### src/rtl/move_ctrl.sv
// Grid movement controller: turns debounced direction/pause pulses into a wrapped
// x/y position that advances one cell every TICK_DIV clock cycles.
module move_ctrl #(
    parameter int TICK_DIV = 12_500_000,
    parameter int GRID_W   = 32,
    parameter int GRID_H   = 24
) (
    input  logic       clk,
    input  logic       clr,
    input  logic       L,
    input  logic       R,
    input  logic       U,
    input  logic       D,
    input  logic       pause,
    output logic [5:0] x,
    output logic [4:0] y,
    output logic [1:0] dir,
    output logic       step,
    output logic       running
);

    typedef enum logic [1:0] {
        IDLE  = 2'd0,
        RUN   = 2'd1,
        PAUSE = 2'd2
    } state_t;

    localparam int             CW      = $clog2(TICK_DIV);
    localparam logic [CW-1:0]  CNT_MAX = CW'(TICK_DIV - 1);
    localparam logic [5:0]     X_MAX   = 6'(GRID_W - 1);
    localparam logic [5:0]     X_HOME  = 6'(GRID_W / 2);
    localparam logic [4:0]     Y_MAX   = 5'(GRID_H - 1);
    localparam logic [4:0]     Y_HOME  = 5'(GRID_H / 2);

    localparam logic [1:0] DIR_UP    = 2'd0;
    localparam logic [1:0] DIR_DOWN  = 2'd1;
    localparam logic [1:0] DIR_LEFT  = 2'd2;
    localparam logic [1:0] DIR_RIGHT = 2'd3;

    state_t        state, state_nxt;
    logic [CW-1:0] cnt, cnt_nxt;
    logic [1:0]    pending, pending_nxt;
    logic [1:0]    dir_nxt;
    logic [5:0]    x_nxt, move_x;
    logic [4:0]    y_nxt, move_y;
    logic          step_nxt;

    logic          req_valid;
    logic [1:0]    req_dir;
    logic          req_opposite;
    logic [1:0]    pend_eff;

    // Priority decode of the press pulses: U > D > L > R.
    always_comb begin
        req_valid = U | D | L | R;
        req_dir   = DIR_RIGHT;
        if (U)
            req_dir = DIR_UP;
        else if (D)
            req_dir = DIR_DOWN;
        else if (L)
            req_dir = DIR_LEFT;
    end

    // Opposite pairs differ only in bit 0, and the check is against the committed dir.
    assign req_opposite = (req_dir == (dir ^ 2'b01));

    always_comb begin
        pend_eff = pending;
        if (req_valid && !pause && !req_opposite)
            pend_eff = req_dir;
    end

    // Candidate position one cell along pend_eff, wrapping at the grid edges.
    always_comb begin
        move_x = x;
        move_y = y;
        case (pend_eff)
            DIR_UP:    move_y = (y == 5'd0)  ? Y_MAX : y - 5'd1;
            DIR_DOWN:  move_y = (y == Y_MAX) ? 5'd0  : y + 5'd1;
            DIR_LEFT:  move_x = (x == 6'd0)  ? X_MAX : x - 6'd1;
            default:   move_x = (x == X_MAX) ? 6'd0  : x + 6'd1;
        endcase
    end

    always_comb begin
        state_nxt   = state;
        cnt_nxt     = cnt;
        pending_nxt = pending;
        dir_nxt     = dir;
        x_nxt       = x;
        y_nxt       = y;
        step_nxt    = 1'b0;
        case (state)
            IDLE: begin
                if (req_valid && !pause) begin
                    state_nxt   = RUN;
                    dir_nxt     = req_dir;
                    pending_nxt = req_dir;
                    cnt_nxt     = '0;
                end
            end
            RUN: begin
                // Pause wins over a coinciding step edge; the counter stays at its value.
                if (pause) begin
                    state_nxt = PAUSE;
                end else begin
                    pending_nxt = pend_eff;
                    if (cnt == CNT_MAX) begin
                        cnt_nxt  = '0;
                        dir_nxt  = pend_eff;
                        x_nxt    = move_x;
                        y_nxt    = move_y;
                        step_nxt = 1'b1;
                    end else begin
                        cnt_nxt = cnt + 1'b1;
                    end
                end
            end
            PAUSE: begin
                if (pause)
                    state_nxt = RUN;
            end
            default: state_nxt = IDLE;
        endcase
    end

    always_ff @(posedge clk or posedge clr) begin
        if (clr) begin
            state   <= IDLE;
            cnt     <= '0;
            pending <= DIR_RIGHT;
            dir     <= DIR_RIGHT;
            x       <= X_HOME;
            y       <= Y_HOME;
            step    <= 1'b0;
        end else begin
            state   <= state_nxt;
            cnt     <= cnt_nxt;
            pending <= pending_nxt;
            dir     <= dir_nxt;
            x       <= x_nxt;
            y       <= y_nxt;
            step    <= step_nxt;
        end
    end

    assign running = (state == RUN);

endmodule

### config.mk
export PLATFORM = sky130hd
export DESIGN_NAME = move_ctrl
export DESIGN_NICKNAME = d
export VERILOG_FILES = /design/src/rtl/move_ctrl.sv
export SDC_FILE = /design/constraint.sdc
export NUM_CORES = 1
export LEC_CHECK = 0
export BUFFER_PORTS_ARGS = -buffer_cell sky130_fd_sc_hd__buf_2
export CAP_MARGIN = 20
export CORE_MARGIN = 4
export CORE_UTILIZATION = 30
export DETAILED_ROUTE_END_ITERATION = 10
export PLACE_DENSITY_LB_ADDON = 0.08
export SETUP_SLACK_MARGIN = 0.2
export SLEW_MARGIN = 20
export SYNTH_ARGS = -nofsm -noshare
export SYNTH_HDL_FRONTEND = slang
export SYNTH_SLANG_ARGS = --single-unit
### constraint.sdc
create_clock -name clk -period 2.5 [get_ports clk]
set_input_delay 0.125 -clock clk [delete_from_list [all_inputs] [get_ports clk]]
set_output_delay 0.125 -clock clk [all_outputs]
set_load 0.03 [all_outputs]
Word-level counts from Yosys, hierarchy flattened
Cells that the tools add are included.
{ "op_classes": {"addsub": 5, "eq_ne": 13, "muxes": 27, "n_bitwise": 6, "n_reduce_logical": 16} }
{ "ops": {"columns": ["operator", "n"], "rows": [
  ["2-to-1 mux 24 bit", 3],
  ["one-hot mux 24 bit (2 select lines)", 1],
  ["adder 24 x 1 -> 24 bit (second input constant)", 1],
  ["equality test 24 bit (second input constant)", 1],
  ["2-to-1 mux 2 bit", 10],
  ["2-to-1 mux 6 bit", 2],
  ["one-hot mux 6 bit (2 select lines)", 1],
  ["AND reduction 4 bit", 3],
  ["2-to-1 mux 5 bit", 2],
  ["one-hot mux 5 bit (2 select lines)", 1],
  ["!= test 2 bit (second input constant)", 4],
  ["one-hot mux 2 bit (2 select lines)", 2],
  ["adder 6 x 1 -> 6 bit (second input constant)", 1],
  ["equality test 6 x 5 -> 1 bit (second input constant)", 1],
  ["logical NOT 6 bit", 1],
  ["one-hot mux 2 bit (3 select lines)", 1],
  ["AND reduction 3 bit", 2],
  ["subtractor 6 x 1 -> 6 bit (second input constant)", 1],
  ["adder 5 x 1 -> 5 bit (second input constant)", 1],
  ["equality test 5 bit (second input constant)", 1],
  ["logical NOT 5 bit", 1],
  ["subtractor 5 x 1 -> 5 bit (second input constant)", 1],
  ["equality test 2 x 1 -> 1 bit (second input constant)", 2],
  ["equality test 2 bit (second input constant)", 2],
  ["10 further kinds", 21]
]} }
{ "word_totals": {"ff_bits": 42, "in_bits": 7, "output_inout_bits": 15, "word_cells": 74} }

Longest topological paths before layout
Gate-level depths: netlist of the first run.
{ "logic_depth": {"depth_word": 11, "mapped_depth": 8, "ltp_nobuf": 7} }

Least setup slack after synthesis of the first run
No wires, ideal clock.
{ "synth_timing": {"kind": "register to register", "start": "reg dir[1]", "end": "reg y[3]", "setup_ns": 0.082, "arrival_time_ns": 1.992, "t_required_ns": 2.418, "setup_slack_ns": 0.426, "stages_incl_launch_ff": 8, "n_path_buf": 1, "period_less_slack_ns": 2.074, "cell_sequence": "dfstp_2 > and3b_1 > nor4_2 > a21boi_2 > or2_1 > buf_6 > mux2i_1 > mux2_2"} }
{ "synth_between": {"elab_chain_cells": 7, "elab_cells_between_ends": 9, "classes_between": "eq/ne: 2; mux: 2; reduce/logical: 5"} }
{ "synth_rtl": {"columns": ["element", "line_no", "source"], "rows": [
  ["start, declared", "17", "output logic [1:0] dir,"],
  ["start signal, assigned", "141", "dir <= dir_nxt;"],
  ["equality test 2 bit *", "66", "assign req_opposite = (req_dir == (dir ^ 2'b01));"],
  ["logical NOT 1 bit *", "70", "if (req_valid && !pause && !req_opposite)"],
  ["logical AND 1 bit *", "70", null],
  ["2-to-1 mux 2 bit *", "70", null],
  ["equality test 2 x 1 -> 1 bit / logical NOT 2 bit (equally long branches)", "78", "case (pend_eff)"],
  ["nonzero test 2 bit (no line)", null, null],
  ["AND reduction 4 bit (no line)", null, null],
  ["end signal, assigned", "143", "y <= y_nxt;"],
  ["end, declared", "16", "output logic [4:0] y,"]
]} }
Every way passes the cells marked *; elsewhere a longest branch is shown, timed or not.
A chain may end at the register's enable or synchronous reset.

Worst setup path after layout of the first run
{ "layout_timing": {"start": "reg cnt[0]", "end": "reg y[3]"} }
{ "layout_between": {"elab_chain_cells": 2} }
{ "layout_rtl": {"columns": ["element", "line_no", "source"], "rows": [
  ["start, declared", "41", "logic [CW-1:0] cnt, cnt_nxt;"],
  ["start signal, assigned", "139", "cnt <= cnt_nxt;"],
  ["equality test 24 bit", "109", "if (cnt == CNT_MAX) begin"],
  ["AND reduction 4 bit (no line)", null, null]
]} }
No other way between the ends.

==> reports/summary.txt, run 1 <==
Vias in the first global route: 2,182
TritonCTS clock tree: yes
Crit path capture type: register
Die H: 102 um
Post-DRT Antenna Nets: 0
Core Footprint: 0.00872 sq mm
Diodes inserted: 0
Combinational family with the most area after synthesis: simple AND/OR/NAND/NOR gates
Post-synth EDFFs: 0
FP Rows: 34
Worst-path clk slew: 0.08 ns
Clock skew: 0.00601 ns
WP data required: 2.72 ns
Yosys cell types: 65
Die width: 102 um
Top cell type's share of synthesized area: 32.7%
Sequential area share after synthesis: 39.6%
Final setup TNS: 0 ns
Tightest Pin Transition: 0.557 ns
Synth Area in Simple Gates: 28.5%
DRT iter0 DRCs: 67
Post-synthesis mux area share: 2.81%
Main synth FF type: dfrtp_1
Gpl congestion: 0.777
CP Data Arrival Time: 2.35 ns
Via density: 5.18
Netlist Area Pre-Place: 0.00268 sq mm
CP delay by family, top: simple AND/OR/NAND/NOR gates
Crit path cell chain: ha_1 -> nand3b_1 -> or3_1 -> nor3_4 -> and2_2 -> mux2_2
Clk sinks: 42
Power Density: 677 mW/mm^2
TritonCTS Buffers: 5
F_max: 470 MHz
Synthesized area per cell: 9.23 sq um
Final setup fails: 0
Slowest cell delay on critical path: 0.46 ns
Vias: 2,221
Synth Register Bits: 42
Top cells by area, synth: dfrtp_1, dfstp_2, xor2_1
First-pass detailed-route iteration total: 4
Initial antenna violation count: 0
I/O Pins: 22
Mapped Nets: 303
Flop2flop setup slack: 0.37 ns
Compound-cell area share of the yosys netlist: 14.5%
Async SR Flop Fraction: 100%
Syn. warnings: 0
Leakage: 0.00129 uW
Max clock buf depth: 2
Worst Path Max Fanout: 5
Cell taking the most area after synthesis: dfrtp_1
# H-tree levels: 2
Layout cells sized above 1: 21.8%
WS Path Type: reg2reg
Largest net degree at the start of global routing: 26
Root Driver: clkbuf_8
Final worst path period need: 2.13 ns
Post-Layout Cell Count: 429
Fin crit share: 85.2%
Remaining Overflow, GRT: 0
Slew Limit Headroom: 62.5%
Detail Placement HPWL: 4.74 mm
Critical path startpoint category: register
Post-placement cell count: 417
Run status: finished, final reports clean
CP max stage cell: or3_1
GRT Overall Usage: 13.6%
VDD IR max: 0.299 mV
Drc violations: 0
Filler Cell Count: 903
CP bufs+invs: 0
Final Hold Fails: 0
Clock insertion delay at the later pin of the skew report: 0.29 ns
Hold crit path type: in2reg
Full die area: 0.0105 sq mm
XOR/XNOR Fraction of Synth Area: 8.18%
RSZ-0062 raised after global routing: no
Area grow syn2layout: 14.8%
Port bufs: 21
Final Max Tran Viols: 0
Initial core utilization: 30.7%
Drt total wl: 6.51 mm
Wire length of the first global-routing pass: 11.4 mm
Post-Synth Adder-Cell Area: 2.81%
Syn Inst Count: 290
Post-layout net count: 333
Post-DR wirelength/cell: 15.2 um
Max-Cap Viols: 0
worst paths after layout:
check / startpoint / endpoint / depth (start not counted)
min in group asynchronous: clr / x[1] / 3
min: pause / state[1] / 2
max: cnt[0] / y[3] / 6
max in group asynchronous: clr / cnt[3] / 4
max reg2reg: cnt[0] / y[3] / 6
min reg2reg: cnt[12] / cnt[12] / 1
metal layers:
layer	track usage (%)	share of wire, %	wire length [um]
met1	19.5	50	3240
met5	0	0	0
met4	3.03	0.69	45
met3	2.59	3.0	194
met2	21.3	46	3020
cells in the mapped netlist (all sizes together), types with 2 or more instances:
cell and number:
and2 4, dfstp 7, or2 4, nand3 16
clkbuf 3, inv 11, buf 5, nor4b 4
or4 2, a21oi 10, o31ai 6, nand3b 3
nor3 8, nor2 37, ha 6, mux2 4
o2111ai 2, or3 6, o311a 2, nor4 4
o211ai 3, mux2i 3, xor2 16, nand4 5
and4 3, nor2b 2, and3 3, nand2b 4
xnor2 9, a221oi 2, nor3b 5, nand2 26
o21ai 12, dfrtp 35
logic make-up (layout without fill, tap and decap cells):
| kind of cell | count (synthesis) | in the layout |
|---|---|---|
| AND/OR/NAND/NOR | 140 | 140 |
| flip-flops | 42 | 42 |
| buffers and inverters | 19 | 50 |
| XOR/XNOR | 25 | 25 |
| AO/OA/AOI/OAI | 51 | 51 |
| multiplexers | 7 | 7 |
| adder cells (fa/ha/maj) | 6 | 6 |
state kept, by name, indices dropped and copies added (netlist names):
name,cells
pending,2
step,1
x,6
state,2
cnt,24
dir,2
y,5
layout by cell type (no fill, tap or decap), drive strengths merged, types with 2 or more instances in the layout:
cell type / count
nor2b: 2
or2: 4
xor2: 16
o31ai: 6
a21oi: 10
mux2i: 3
o311a: 2
mux2: 4
and2: 4
or3: 6
buf: 30
nor3b: 5
dfstp: 7
o2111ai: 2
nand3: 16
and3: 3
nand4: 5
nand3b: 3
nor4: 4
nand2b: 4
and4: 3
nor2: 37
o211ai: 3
nor3: 8
xnor2: 9
inv: 11
a221oi: 2
nand2: 26
o21ai: 12
or4: 2
nor4b: 4
clkbuf: 7
ha: 6
dfrtp: 35
layout make-up:
type | instances | area, sq um | area share, %
flip-flops and latches | 42 | 1060 | 34.5
clock inverters | 1 | 30.0 | 0.978
multi-input cells | 229 | 1550 | 50.3
inverters | 11 | 41.3 | 1.34
clock buffers | 7 | 76.3 | 2.48
well taps | 108 | 135 | 4.40
repair buffers | 31 | 183 | 5.95
power by group:
| group | leakage (uW) | switching (uW) | internal [uW] |
|---|---|---|---|
| combinational | 0.000698 | 418 | 259 |
| clock | 0.0000524 | 238 | 299 |
| sequential | 0.000539 | 98.0 | 767 |
repair_timing:
item                                    CTS  global route
setup buffers                             1             2
endpoints found under the setup margin    1            24
hold endpoints to repair                 16             0
hold buffers                              1             0
gates resized for setup                   0             5
pin swaps                                 1             2
stage by stage:
step	power, uW	setup slack, ns	area, sq um	hold slack [ns]	util, %
floorplan	1380	0.426	2680	0.214	-
global placement	1550	0.193	2910	0.233	33.3
detailed placement	1550	0.221	2910	0.232	33.3
CTS	2110	0.278	3030	0.121	34.7
global route	2230	0.191	3070	0.156	35.2
finish	2080	0.370	3070	0.149	35.2
(Power assumes the default switching activity.)
==> run 2, diff against run 1 <==
--- a/config.mk
+++ b/config.mk
@@ -11,6 +11,7 @@
 export CORE_UTILIZATION = 30
 export DETAILED_ROUTE_END_ITERATION = 10
 export PLACE_DENSITY_LB_ADDON = 0.08
+export REMOVE_ABC_BUFFERS = 1
 export SETUP_SLACK_MARGIN = 0.2
 export SLEW_MARGIN = 20
 export SYNTH_ARGS = -nofsm -noshare
==> run 2 against run 1 <==
  * Flip-flop and latch count unchanged
  * Sequential share of layout area barely moved
  * Clock skew up 0.0044 ns
  * First-iteration DRC count is 46% higher
  * Global-route usage barely moved
  * Register-to-register slack worse by 0.06 ns
  * Core utilization barely moved
  * Routed wire length increased by 1.4%
  * Worst setup slack worse by 0.057 ns
  * Worst hold slack got worse by 0.00084 ns
  * Sequential power down 2%
  * Non-clock buffer count up 1
  * Largest cell class unchanged
  * Largest power group unchanged
==> reports/summary.txt, run 2 (synthesized netlist as in run 1, its figures left out) <==
Run status: finished, final reports clean
TritonCTS Buffers: 5 (unchanged)
TritonCTS clock tree: yes
Power Density: 662 mW/mm^2 (-2.1%)
Final worst path period need: 2.19 ns (+0.0575 ns)
F_max: 457 MHz (-2.6%)
Core Footprint: 0.00872 sq mm (unchanged)
Critical path startpoint category: register
Top Registers: cnt x24, x x6, y x5
Filler Cell Count: 901 (-0.22%)
Hold crit path type: in2reg
Initial core utilization: 30.7% (unchanged)
Max clock buf depth: 2 (unchanged)
CP Data Arrival Time: 2.38 ns (+0.03 ns)
Die H: 102 um (unchanged)
Full die area: 0.0105 sq mm (unchanged)
Slew Limit Headroom: 57.4% (-5.2 points)
First-pass detailed-route iteration total: 4 (unchanged)
Post-placement cell count: 416 (-0.24%)
Detail Placement HPWL: 4.69 mm (-0.91%)
Post-DRT Antenna Nets: 0 (unchanged)
Clk sinks: 42 (unchanged)
DRT iter0 DRCs: 98 (+46%)
Drt total wl: 6.59 mm (+1.4%)
Register Area: 0.00106 sq mm (unchanged)
Tightest Pin Transition: 0.634 ns (+0.0772 ns)
Most common cell after layout, fill and taps aside: nor2_1
Max-Cap Viols: 0 (unchanged)
Via density: 5.07 (-2.0%)
Multi-input gate area: 0.00154 sq mm (-0.40%)
Remaining Overflow, GRT: 0 (unchanged)
Worst-path clk slew: 0.09 ns (about the same)
GRT Overall Usage: 13.6% (-0.034 points)
Commonest non-fill, non-tap cells in the layout: nor2_1, dfrtp_1, nand2_1
Worst Path Max Fanout: 12 (+7)
Post-Layout Cell Count: 430 (+0.23%)
Vias: 2,182 (-1.8%)
I/O Pins: 22 (unchanged)
# H-tree levels: 2 (unchanged)
Fin crit share: 87.5% (+2.3 points)
Clock skew: 0.0105 ns (+0.00444 ns)
Post-layout net count: 334 (+0.30%)
Initial antenna violation count: 0 (unchanged)
Number of flip-flops in the largest register: 24 (unchanged)
VDD IR max: 0.251 mV (-16%)
Biggest register: cnt
RSZ-0062 raised after global routing: yes
Vias in the first global route: 2,194 (+0.55%)
Clock insertion delay at the later pin of the skew report: 0.30 ns (about the same)
WS Path Type: reg2reg
Diodes inserted: 0 (unchanged)
Wire length of the first global-routing pass: 11.2 mm (-1.2%)
Crit path capture type: register
Final setup TNS: 0 ns (unchanged)
Area grow syn2layout: 14.9% (about the same)
Largest net degree at the start of global routing: 43 (+65%)
Root Driver: clkbuf_8
Final setup fails: 0 (unchanged)
Layout cells sized above 1: 22.4% (+0.55 points)
WP data required: 2.69 ns (-0.03 ns)
Post-DR wirelength/cell: 15.3 um (+1.1%)
Drc violations: 0 (unchanged)
Leakage: 0.00129 uW (-0.18%)
Final Hold Fails: 0 (unchanged)
Final Max Tran Viols: 0 (unchanged)
Die width: 102 um (unchanged)
Port bufs: 21 (unchanged)
Gpl congestion: 0.864 (+11%)
FP Rows: 34 (unchanged)
run 2: cell count changes in the layout (fill, tap and decap cells not counted), sizes merged:
cell and delta:
clkinv +1, clkinvlp +1, bufinv -1, clkbuf -1, buf +1
run 2: per-layer routing:
metal  vias to the layer above  GRT usage [%]  routed length (um)
li1                       1102              -                   -
met1                      1051           18.3                3180
met2                        23           22.2                3160
met3                         6           2.73                 183
met4                         0           3.63                  69
met5                         -              0                   0
run 2: area by class of cell:
| type | instances | area share, % |
|---|---|---|
| Multi-Input combinational cell | 229 | 50.1 |
| Sequential cell | 42 | 34.5 |
| Timing Repair Buffer | 32 | 6.59 |
| Tap cell | 108 | 4.40 |
| Clock buffer | 6 | 2.69 |
| Inverter | 11 | 1.34 |
| Clock inverter | 2 | 0.407 |
run 2: power by group:
part           internal [uW]  switching, uW
Sequential               767           84.3
Combinational            267            437
Clock                    223            259
run 2: final timing paths:
path | startpoint | slack [ns] | endpoint | cells after the start
worst min register to register | cnt[12] | 0.51 | cnt[12] | 1
worst min-delay path | pause | 0.15 | state[1] | 2
worst max register to register | cnt[0] | 0.31 | x[2] | 6
worst max-delay path | cnt[0] | 0.31 | x[2] | 6
max in group asynchronous | clr | 1.65 | pending[1] | 4
min in group asynchronous | clr | 0.30 | y[4] | 3
run 2: worst max-delay path, cell delays in order (launching register included):
cell and delay (ns):
dfrtp_1 0.41, ha_1 0.21, nand3b_1 0.11, or3_1 0.47, nor3_4 0.27, nand2b_2 0.22
o311a_1 0.37
run 2: stage by stage:
stage	hold WS [ns]	worst slack (ns)	total power [uW]	instance area (sq um)	util [%]
floorplan	0.214	0.365	1330	2620	-
global placement	0.419	0.245	1570	2900	33.2
detailed placement	0.414	0.244	1560	2900	33.2
CTS	0.0860	0.224	2060	2990	34.3
global route	0.154	0.164	2180	3070	35.3
finish	0.148	0.313	2040	3070	35.3
run 2: repair_timing:
action,4_1_cts,5_1_grt
resized for setup,0,3
endpoints found under the setup margin,0,26
hold buffers,0,1
hold endpoints to repair,0,6
setup buffers,0,4
